**config.mk**
```make
export PLATFORM = sky130hd
export DESIGN_NAME = alu_op_scheduler_flat
export DESIGN_NICKNAME = d
export VERILOG_FILES = /design/src/rtl/alu_op_scheduler_pkg.sv /design/src/rtl/alu_op_scheduler_if.sv /design/src/rtl/alu_op_scheduler_alu_core.sv /design/src/rtl/alu_op_scheduler.sv /design/src/flat_wrapper.sv
export SDC_FILE = /design/constraint.sdc
export NUM_CORES = 1
export LEC_CHECK = 0
export ABC_AREA = 1
export CAP_MARGIN = 20
export CORE_MARGIN = 5
export CORE_UTILIZATION = 50
export DETAILED_ROUTE_END_ITERATION = 10
export MAX_ROUTING_LAYER = met4
export PLACE_DENSITY = 0.84
export RECOVER_POWER = 100
export SYNTH_ARGS = -nofsm -noshare
export SYNTH_HDL_FRONTEND = slang
export SYNTH_SLANG_ARGS = --single-unit
```
**constraint.sdc**
```tcl
create_clock -name i_clk -period 2.96 [get_ports i_clk]
set_input_delay 0.592 -clock i_clk [delete_from_list [all_inputs] [get_ports i_clk]]
set_output_delay 0.592 -clock i_clk [all_outputs]
set_load 0.005 [all_outputs]
```
**src/rtl/alu_op_scheduler_pkg.sv**
```systemverilog
// Shared types and constants for the two-requester ALU scheduler.
//   op_t    : 2-bit opcode (subtract, unsigned less-than, bit-set, SM->U2)
//   state_t : scheduler FSM states
//   ST_*    : 2-bit result status codes
//   rr_pick : round-robin winner between two requesters
package alu_sched_pkg;

    typedef enum logic [1:0] {
        OP_SUB  = 2'b00,
        OP_LT   = 2'b01,
        OP_SETB = 2'b10,
        OP_CONV = 2'b11
    } op_t;

    typedef enum logic [1:0] {
        IDLE = 2'd0,
        EXEC = 2'd1,
        RESP = 2'd2
    } state_t;

    localparam logic [1:0] ST_NONE = 2'b00;
    localparam logic [1:0] ST_NEG  = 2'b01;
    localparam logic [1:0] ST_EVEN = 2'b10;
    localparam logic [1:0] ST_ONES = 2'b11;

    // Winner index for a two-bit request vector. On a tie the requester that
    // was not granted last wins; a lone request wins regardless of last_gnt.
    function automatic logic rr_pick(input logic [1:0] req, input logic last_gnt);
        logic pick;
        if (req == 2'b11) begin
            pick = ~last_gnt;
        end else begin
            pick = req[1];
        end
        return pick;
    endfunction

endpackage

```
**src/rtl/alu_op_scheduler_if.sv**
```systemverilog
// Request/response bundle between two command sources and the scheduler.
//   i_req[1:0]                : request per requester (bit k = requester k)
//   i_op0/i_op1               : opcode per requester
//   i_argA0/i_argB0/i_argA1/i_argB1 : operands per requester
//   o_ack[1:0]                : one-cycle capture pulse
//   o_valid[1:0]              : one-cycle result pulse
//   o_result/o_status         : last result and status, held between responses
//   o_busy                    : scheduler not idle
// master = command-source side, slave = scheduler side.
interface alu_op_scheduler_if #(parameter int m = 4);
    import alu_sched_pkg::*;

    logic [1:0]   i_req;
    op_t          i_op0;
    op_t          i_op1;
    logic [m-1:0] i_argA0;
    logic [m-1:0] i_argB0;
    logic [m-1:0] i_argA1;
    logic [m-1:0] i_argB1;
    logic [1:0]   o_ack;
    logic [1:0]   o_valid;
    logic [m-1:0] o_result;
    logic [1:0]   o_status;
    logic         o_busy;

    modport master (
        output i_req, i_op0, i_op1, i_argA0, i_argB0, i_argA1, i_argB1,
        input  o_ack, o_valid, o_result, o_status, o_busy
    );

    modport slave (
        input  i_req, i_op0, i_op1, i_argA0, i_argB0, i_argA1, i_argB1,
        output o_ack, o_valid, o_result, o_status, o_busy
    );

endinterface

```
**src/rtl/alu_op_scheduler_alu_core.sv**
```systemverilog
// Purely combinational ALU datapath shared by both requesters.
//   i_op     : opcode
//   i_argA   : operand A (sign-magnitude for OP_CONV)
//   i_argB   : operand B (ignored by OP_CONV)
//   o_result : m-bit result
//   o_status : status of o_result (all-ones > even parity > MSB set > none)
module alu_core
    import alu_sched_pkg::*;
#(
    parameter int m = 4
) (
    input  op_t          i_op,
    input  logic [m-1:0] i_argA,
    input  logic [m-1:0] i_argB,
    output logic [m-1:0] o_result,
    output logic [1:0]   o_status
);

    logic [m-1:0] mag_ext;
    logic [m-1:0] res;

    // Magnitude of a sign-magnitude operand with the sign bit cleared.
    assign mag_ext = {1'b0, i_argA[m-2:0]};

    always_comb begin
        res = '0;
        case (i_op)
            OP_SUB:  res = i_argA - i_argB;
            OP_LT:   res = {{(m-1){1'b0}}, (i_argA < i_argB)};
            OP_SETB: res = i_argA | i_argB;
            // Two's-complement negate of the magnitude; negative zero wraps to 0.
            OP_CONV: res = i_argA[m-1] ? (~mag_ext + m'(1)) : i_argA;
            default: res = '0;
        endcase
    end

    always_comb begin
        if (&res) begin
            o_status = ST_ONES;
        end else if (~^res) begin
            o_status = ST_EVEN;
        end else if (res[m-1]) begin
            o_status = ST_NEG;
        end else begin
            o_status = ST_NONE;
        end
    end

    assign o_result = res;

endmodule

```
**src/rtl/alu_op_scheduler.sv**
```systemverilog
// Round-robin sequencer sharing one alu_core between two requesters.
//   i_clk : clock, rising edge
//   i_rst : asynchronous active-high reset
//   bus   : slave side of alu_op_scheduler_if (requests in, ack/valid/result out)
// Flow: IDLE captures the winning request (o_ack pulses during EXEC), EXEC
// registers the ALU output, RESP pulses o_valid, then back to IDLE.
module alu_op_scheduler
    import alu_sched_pkg::*;
#(
    parameter int m = 4
) (
    input  logic                i_clk,
    input  logic                i_rst,
    alu_op_scheduler_if.slave   bus
);

    state_t       state_q, state_d;
    logic         last_gnt_q, last_gnt_d;
    logic         gnt_q, gnt_d;
    op_t          op_q, op_d;
    logic [m-1:0] a_q, a_d;
    logic [m-1:0] b_q, b_d;
    logic [m-1:0] result_q, result_d;
    logic [1:0]   status_q, status_d;
    logic [1:0]   ack_q, ack_d;
    logic [1:0]   valid_q, valid_d;

    logic         win;
    logic [m-1:0] alu_result;
    logic [1:0]   alu_status;

    assign win = rr_pick(bus.i_req, last_gnt_q);

    alu_core #(.m(m)) u_alu_core (
        .i_op     (op_q),
        .i_argA   (a_q),
        .i_argB   (b_q),
        .o_result (alu_result),
        .o_status (alu_status)
    );

    always_comb begin
        state_d    = state_q;
        last_gnt_d = last_gnt_q;
        gnt_d      = gnt_q;
        op_d       = op_q;
        a_d        = a_q;
        b_d        = b_q;
        result_d   = result_q;
        status_d   = status_q;
        ack_d      = '0;
        valid_d    = '0;
        case (state_q)
            IDLE: begin
                if (|bus.i_req) begin
                    state_d    = EXEC;
                    gnt_d      = win;
                    last_gnt_d = win;
                    op_d       = win ? bus.i_op1   : bus.i_op0;
                    a_d        = win ? bus.i_argA1 : bus.i_argA0;
                    b_d        = win ? bus.i_argB1 : bus.i_argB0;
                    ack_d[win] = 1'b1;
                end
            end
            EXEC: begin
                result_d       = alu_result;
                status_d       = alu_status;
                valid_d[gnt_q] = 1'b1;
                state_d        = RESP;
            end
            RESP: begin
                state_d = IDLE;
            end
            default: begin
                state_d = IDLE;
            end
        endcase
    end

    always_ff @(posedge i_clk or posedge i_rst) begin
        if (i_rst) begin
            state_q    <= IDLE;
            last_gnt_q <= 1'b1;  // requester 0 wins the first tie
            gnt_q      <= 1'b0;
            op_q       <= OP_SUB;
            a_q        <= '0;
            b_q        <= '0;
            result_q   <= '0;
            status_q   <= ST_NONE;
            ack_q      <= '0;
            valid_q    <= '0;
        end else begin
            state_q    <= state_d;
            last_gnt_q <= last_gnt_d;
            gnt_q      <= gnt_d;
            op_q       <= op_d;
            a_q        <= a_d;
            b_q        <= b_d;
            result_q   <= result_d;
            status_q   <= status_d;
            ack_q      <= ack_d;
            valid_q    <= valid_d;
        end
    end

    assign bus.o_ack    = ack_q;
    assign bus.o_valid  = valid_q;
    assign bus.o_result = result_q;
    assign bus.o_status = status_q;
    assign bus.o_busy   = (state_q != IDLE);

endmodule

```
**src/flat_wrapper.sv**
```systemverilog
// flat-port wrapper written by rule: the top's interface ports become plain ports
module alu_op_scheduler_flat import alu_sched_pkg::*;
#(
    parameter int m = 4
)
  (i_clk, i_rst, bus_i_req, bus_i_op0, bus_i_op1, bus_i_argA0, bus_i_argB0, bus_i_argA1, bus_i_argB1, bus_o_ack, bus_o_valid, bus_o_result, bus_o_status, bus_o_busy);
  alu_op_scheduler_if #(.m(m)) bus_i ();
  input  logic i_clk;
  input  logic i_rst;
  input wire logic [$bits(bus_i.i_req)-1:0] bus_i_req;
  input wire logic [$bits(bus_i.i_op0)-1:0] bus_i_op0;
  input wire logic [$bits(bus_i.i_op1)-1:0] bus_i_op1;
  input wire logic [$bits(bus_i.i_argA0)-1:0] bus_i_argA0;
  input wire logic [$bits(bus_i.i_argB0)-1:0] bus_i_argB0;
  input wire logic [$bits(bus_i.i_argA1)-1:0] bus_i_argA1;
  input wire logic [$bits(bus_i.i_argB1)-1:0] bus_i_argB1;
  output wire logic [$bits(bus_i.o_ack)-1:0] bus_o_ack;
  output wire logic [$bits(bus_i.o_valid)-1:0] bus_o_valid;
  output wire logic [$bits(bus_i.o_result)-1:0] bus_o_result;
  output wire logic [$bits(bus_i.o_status)-1:0] bus_o_status;
  output wire logic [$bits(bus_i.o_busy)-1:0] bus_o_busy;
  assign bus_i.i_req = bus_i_req;
  assign bus_i.i_op0 = bus_i_op0;
  assign bus_i.i_op1 = bus_i_op1;
  assign bus_i.i_argA0 = bus_i_argA0;
  assign bus_i.i_argB0 = bus_i_argB0;
  assign bus_i.i_argA1 = bus_i_argA1;
  assign bus_i.i_argB1 = bus_i_argB1;
  assign bus_o_ack = bus_i.o_ack;
  assign bus_o_valid = bus_i.o_valid;
  assign bus_o_result = bus_i.o_result;
  assign bus_o_status = bus_i.o_status;
  assign bus_o_busy = bus_i.o_busy;
  alu_op_scheduler #(.m(m)) u_core (.i_clk(i_clk), .i_rst(i_rst), .bus(bus_i));
endmodule
```
==> metrics, run 1 <==
relative slew slack=41.6%; cell taking the most area after synthesis=dfrtp_1; Vias/cell=5.30; design area=1850 µm²; Die Span Y=65.3 µm; endpoints failing setup=0; vias in the first global route=1279; Hold Crit Start=u_core.gnt_q$_DFFE_PP0P_; Final Hold Viols=0; post-synth top area share=roughly 38%; core footprint=around 3000 µm²; Placement Cell Area=1850 µm²; Lkg Pwr=about 0.89 nW; Worst EP required=3.22 ns; RSZ-0062 raised after global routing=false; post-CTS resize count=0; power share of the combinational group=60.1%; cell count after synthesis=165; share of layout cells above drive strength 1=14.2%; Initial DRT Pass Iterations=4; GRT overflow=0; Setup CP Type=register to register; Worst Skew=0.00379 ns; fill count=287; Syn Area/Cell=9.25 µm²; largest net degree at the start of global routing=25; DIE AREA=around 4300 µm²; clk root buf=clkbuf_4; CP startpoint kind=register; CTS tree=done; sw frac=approximately 45%; Critical Path Fanout Max=5; number of max-cap violations=0; Area growth syn-to-layout=20.9%; Syn. warnings=0; Worst-Skew Late Latency=0.33 ns; # DRC=0; status=complete, no violations; Synth area leaders=dfrtp_1 38%, ha_1 9.0%, o22ai_2 7.4%; Min-Delay Path Class=register to register; Clock power frac=11.3%; DRT antenna net count=0; io pins=35; Min Hold Slack=0.437 ns; reg2reg start=u_core.a_q[0]$_DFFE_PP0P_; I/O Buffers=34; Int Pwr=1.19 mW; worst slew pin tran=0.875 ns; Rows=20; Hold Buf Count CTS=0; sequential share of the synthesized area=between 30 and 40%; CP arrival=2.76 ns; die width=65.3 µm; multi-input logic area=712 µm²; Period Utilization, post-route=84.6%; Slew Limit Fails=0; Final min period=2.50 ns; initial antenna violation count=0; CP endpoint kind=register; H-tree depth=1; Nets=234; CTS max path bufs=2; first-pass GRT wire length=5.45 mm; # clock sinks=24; Seq pwr share=28.6%; WL final=3.14 mm; initial core utilization=51.3%; RePlAce Congestion=0.954; Synth Register Bits=24; Starting DRT DRC Count=37; final setup TNS=0 ns; Post-DP HPWL=2.63 mm; FF+latch area=around 600 µm²; Fmax=0.399 GHz; routed vias=1220; post-synth design cell area=~1500 µm²; Pwr per Cell Area=1170 nW/µm²; Psw=0.973 mW; net count after synthesis=201; Routed wire per std cell=13.7 µm; n_diodes=0; GRT Util Overall=16.8%; Clk pin slew, worst setup/hold paths=0.14 ns; CTS buffer count=3; number of library cell types mapped by synthesis=31; VDD IR max=0.400 mV; post-CTS setup repair buffer count=0; crit path from=u_core.a_q[0]$_DFFE_PP0P_
-- cell usage after synthesis --
| library cell | count |
|---|---|
| nand3_1 | 3 |
| nand2_1 | 23 |
| buf_2 | 2 |
| o21ai_2 | 10 |
| nor2_2 | 1 |
| buf_6 | 3 |
| inv_2 | 4 |
| inv_4 | 1 |
| a31oi_2 | 1 |
| o21ai_0 | 3 |
| nor2_4 | 2 |
| inv_1 | 18 |
| o22ai_2 | 9 |
| a21oi_1 | 2 |
| xor2_1 | 1 |
| a21oi_2 | 6 |
| nor3_1 | 2 |
| dfrtp_1 | 23 |
| inv_6 | 1 |
| o211ai_2 | 1 |
| nand2_2 | 2 |
| dfstp_2 | 1 |
| nor2_1 | 27 |
| nand2_4 | 1 |
| a31oi_1 | 1 |
| o21ai_1 | 2 |
| ha_1 | 11 |
| o21a_1 | 1 |
| nand3_2 | 1 |
| fa_1 | 1 |
| buf_8 | 1 |
-- per-stage QoR --
step	power [mW]	worst slack, ns	instances	utilization [%]
floorplan	1.72	0.793	165	-
global placement	1.97	0.709	226	62.1
global route	2.39	0.204	230	62.0
CTS	2.30	0.551	230	63.9
finish	2.16	0.457	230	62.0
detailed placement	2.05	0.594	226	62.1
-- cells by family after synthesis --
group                      after synthesis  synth area share (%)
buffers and inverters                   30                  10.2
AOI/OAI and AO/OA                       36                  21.4
and+or+nand+nor                         62                  18.0
DFF                                     24                  39.4
adders and majority gates               12                  10.3
xor gates and xnor gates                 1                 0.574
-- per-layer routing --
metal / vias up / global-route usage, % / routed length, µm
li1: 593 / - / -
met1: 581 / 17.5 / 1200
met2: 38 / 32.6 / 1720
met3: 8 / 2.05 / 158
met4: 0 / 5.44 / 57
met5: - / - / 0
-- area by class of cell --
| class | instances | share of cell area [%] |
|---|---|---|
| Clock buffer | 3 | 1.22 |
| Tap cell | 33 | 2.24 |
| Clock inverter | 1 | 1.63 |
| Inverter | 24 | 5.29 |
| Multi-Input combinational cell | 111 | 38.6 |
| Sequential cell | 24 | 32.6 |
| Timing Repair Buffer | 34 | 18.4 |
-- layout by cell type (no fill, tap or decap), types with 2 or more instances in the layout --
cell type / count
clkbuf_4: 3
a21oi_1: 5
o22ai_2: 9
nand2_2: 2
a21oi_2: 3
nand3_1: 3
nor2_1: 28
o21ai_0: 14
dfrtp_1: 23
clkdlybuf4s50_1: 21
inv_1: 21
nor3_1: 2
dlygate4sd3_1: 13
ha_1: 11
nand2_1: 23
-- worst max-delay path: stages, from the launching register on --
cell     delay (ns)
dfrtp_1        0.42
inv_1          0.16
ha_1           0.17
inv_1          0.06
fa_1           0.38
inv_1          0.07
nor2_1         0.04
o21a_1         0.19
a21oi_1        0.22
ha_1           0.28
xor2_1         0.23
nand2_2        0.07
a21oi_1        0.15
-- sequential cells by signal, indices dropped and copies added, names as in the netlist --
signal,cells
u_core.a_q,4
u_core.b_q,4
u_core.bus.o_ack,2
u_core.bus.o_result,4
u_core.bus.o_status,2
u_core.bus.o_valid,2
u_core.gnt_q,1
u_core.last_gnt_q,1
u_core.op_q,2
u_core.state_q,2
-- power by group through the flow --
stage | Clock (mW) | Combinational [mW] | Sequential, mW
2_1_floorplan | 0 | 1.13 | 0.583
3_3_place_gp | 0 | 1.35 | 0.621
3_5_place_dp | 0 | 1.42 | 0.635
4_1_cts | 0.246 | 1.43 | 0.627
5_1_grt | 0.261 | 1.48 | 0.640
6_report | 0.244 | 1.30 | 0.619
-- path summary, 6_finish.rpt --
| path | end | slack (ns) | cells after the start |
|---|---|---|---|
| min in group asynchronous | u_core.bus.o_valid[0]$_DFF_PP0_ | 0.86 | 2 |
| worst min-delay path | u_core.bus.o_valid[0]$_DFF_PP0_ | 0.44 | 1 |
| worst max-delay path | u_core.bus.o_status[0]$_DFFE_PP0N_ | 0.46 | 12 |
| worst min register to register | u_core.bus.o_valid[0]$_DFF_PP0_ | 0.44 | 1 |
| max in group asynchronous | u_core.a_q[2]$_DFFE_PP0P_ | 1.56 | 2 |
| worst max register to register | u_core.bus.o_status[0]$_DFFE_PP0N_ | 0.46 | 12 |
(Power assumes the default switching activity.)
==> inputs of run 2 (changes only) <==
==> constraint.sdc (replaced) <==
create_clock -name i_clk -period 2.5 [get_ports i_clk]
set_input_delay 0.5 -clock i_clk [delete_from_list [all_inputs] [get_ports i_clk]]
set_output_delay 0.5 -clock i_clk [all_outputs]
set_load 0.005 [all_outputs]
==> run 2 against run 1 <==
Effect of this change: sequential share of layout area fell by 0.13 points; clock-buffer cell count is 1 higher; clock skew increased by 0.0058 ns; total power up 19%; hold slack got worse by 0.011 ns; cell area rose by 0.41%; clock power fell by 15%.
==> metrics, run 2 (same netlist as run 1, synthesis figures left out) <==
GRT Util Overall=16.6% (-0.25 points); clk root buf=clkbuf_4; worst slew pin tran=1.22 ns (+0.345 ns); Final min period=2.29 ns (-0.217 ns); pre-CTS worst setup slack=0.127 ns (-0.466 ns); CP arrival=2.55 ns (-0.21 ns); Die Span Y=65.3 µm (unchanged); Final Hold Viols=0 (unchanged); routed vias=1220 (unchanged); DRT antenna net count=0 (unchanged); Hold Path Cell Cnt=1 (unchanged); Final WS setup=0.214 ns (-0.243 ns); Area growth syn-to-layout=21.4%; Worst Skew=0.00959 ns (+0.00581 ns); R2R cell count=12 (unchanged); Fmax=0.438 GHz (+9.5%); die width=65.3 µm (unchanged); GRT overflow=0 (unchanged); Worst EP required=2.77 ns (-0.45 ns); Period Utilization, post-route=91.4% (+6.9 points); CP endpoint kind=register; gr busiest metal=met2; CTS tree=done; first-pass GRT wire length=5.45 mm (unchanged); Min-Delay Path Class=register to register; VDD IR max=0.507 mV (+27%); DIE AREA=4260 µm² (unchanged); Hold Crit Start=u_core.gnt_q$_DFFE_PP0P_; RePlAce Congestion=0.999 (+4.8%); status=complete, no violations; H-tree depth=1 (unchanged); share of layout cells above drive strength 1=16.6% (+2.4 points); Worst-Skew Late Latency=0.32 ns (about the same); CTS buffer count=3 (unchanged); RSZ-0062 raised after global routing=false; relative slew slack=18.7% (-23 points); Lkg Pwr=0.886 nW (-0.39%); # clock sinks=24 (unchanged); met3 Usage GRT=3.25% (+1.2 points); io pins=35 (unchanged); Post-DP HPWL=2.52 mm (-3.9%); crit path from=u_core.a_q[0]$_DFFE_PP0P_; CTS max path bufs=2 (unchanged); Vias/cell=5.26 (-0.86%); initial antenna violation count=0 (unchanged); number of max-cap violations=0 (unchanged); fill count=278 (-3.1%); vias in the first global route=1307 (+2.2%); Starting DRT DRC Count=40 (+8.1%); Clk pin slew, worst setup/hold paths=0.13 ns (about the same); most frequent cells in the layout=29 x nor2_1, 23 x nand2_1, 23 x dfrtp_1; core footprint=2980 µm² (unchanged); reg2reg start=u_core.a_q[0]$_DFFE_PP0P_; # DRC=0 (unchanged); commonest non-fill, non-tap cell in the layout=nor2_1; initial core utilization=51.3% (unchanged); GRT met1 Usage=17.2% (-0.29 points); Pwr per Cell Area=1390 nW/µm² (+19%); final setup TNS=0 ns (unchanged); I/O Buffers=34 (unchanged); Initial DRT Pass Iterations=4 (unchanged); GRT met2 Usage=32.0% (-0.63 points); Critical Path Fanout Max=5 (unchanged); largest net degree at the start of global routing=25 (unchanged); endpoints failing setup=0 (unchanged); Routed wire per std cell=13.1 µm (-4.1%); CP startpoint kind=register; Rows=20 (unchanged); n_diodes=0 (unchanged); Nets=236 (+0.85%); Setup CP Type=register to register; Slew Limit Fails=0 (unchanged); WL final=3.04 mm (-3.3%)
[run 2: through the flow]
stage	power (mW)	area, µm²	std cells	util, %	hold slack, ns
2_1_floorplan	2.03	1530	165	-	0.403
3_3_place_gp	2.33	1860	228	62.6	0.407
5_1_grt	2.83	1850	232	62.2	0.476
4_1_cts	2.63	1900	232	63.8	0.430
6_report	2.58	1850	232	62.2	0.427
3_5_place_dp	2.42	1860	228	62.6	0.414
[run 2: report_power, final]
group | total, mW | internal [mW] | leakage [nW] | switching, mW
Clock | 0.207 | 0.0892 | 0.0210 | 0.118
Sequential | 0.728 | 0.584 | 0.292 | 0.144
Combinational | 1.64 | 0.715 | 0.572 | 0.925
Total | 2.58 | 1.39 | 0.886 | 1.19
[run 2: path summary, 6_finish.rpt]
path / endpoint / slack, ns
min in group asynchronous: u_core.bus.o_result[0]$_DFFE_PP0N_ / 0.99
setup / recovery: u_core.bus.o_status[0]$_DFFE_PP0N_ / 0.21
hold / removal: u_core.bus.o_valid[0]$_DFF_PP0_ / 0.43
max in group asynchronous: u_core.a_q[3]$_DFFE_PP0P_ / 0.78
hold reg to reg: u_core.bus.o_valid[0]$_DFF_PP0_ / 0.43
setup reg to reg: u_core.bus.o_status[0]$_DFFE_PP0N_ / 0.21
[run 2: final cells by class]
cell class	count	area (µm²)	share of cell area [%]
inverter	24	97.6	5.27
tap	33	41.3	2.23
clock buffer	4	36.3	1.96
timing repair buffer	36	348	18.8
sequential	24	602	32.5
multi-input combinational	111	728	39.3
[run 2: per-layer routing]
layer / wire length [µm] / up-vias
met5: 0 / -
met3: 209 / 4
met4: 29 / 0
met1: 1160 / 567
met2: 1640 / 48
li1: - / 601
[run 2: timing repair]
item                       CTS  global route
hold buffers                 0             0
setup buffers                0             0
resized for setup            0             3
setup endpoints to repair    0             2
[run 2: critical path: stages (launching register included)]
cell     delay, ns
dfrtp_1       0.42
inv_2         0.10
ha_1          0.16
inv_2         0.04
fa_1          0.39
inv_1         0.07
nor2_1        0.05
o21a_1        0.20
a21oi_2       0.13
ha_1          0.27
xor2_2        0.20
nand2_2       0.07
a21oi_2       0.11
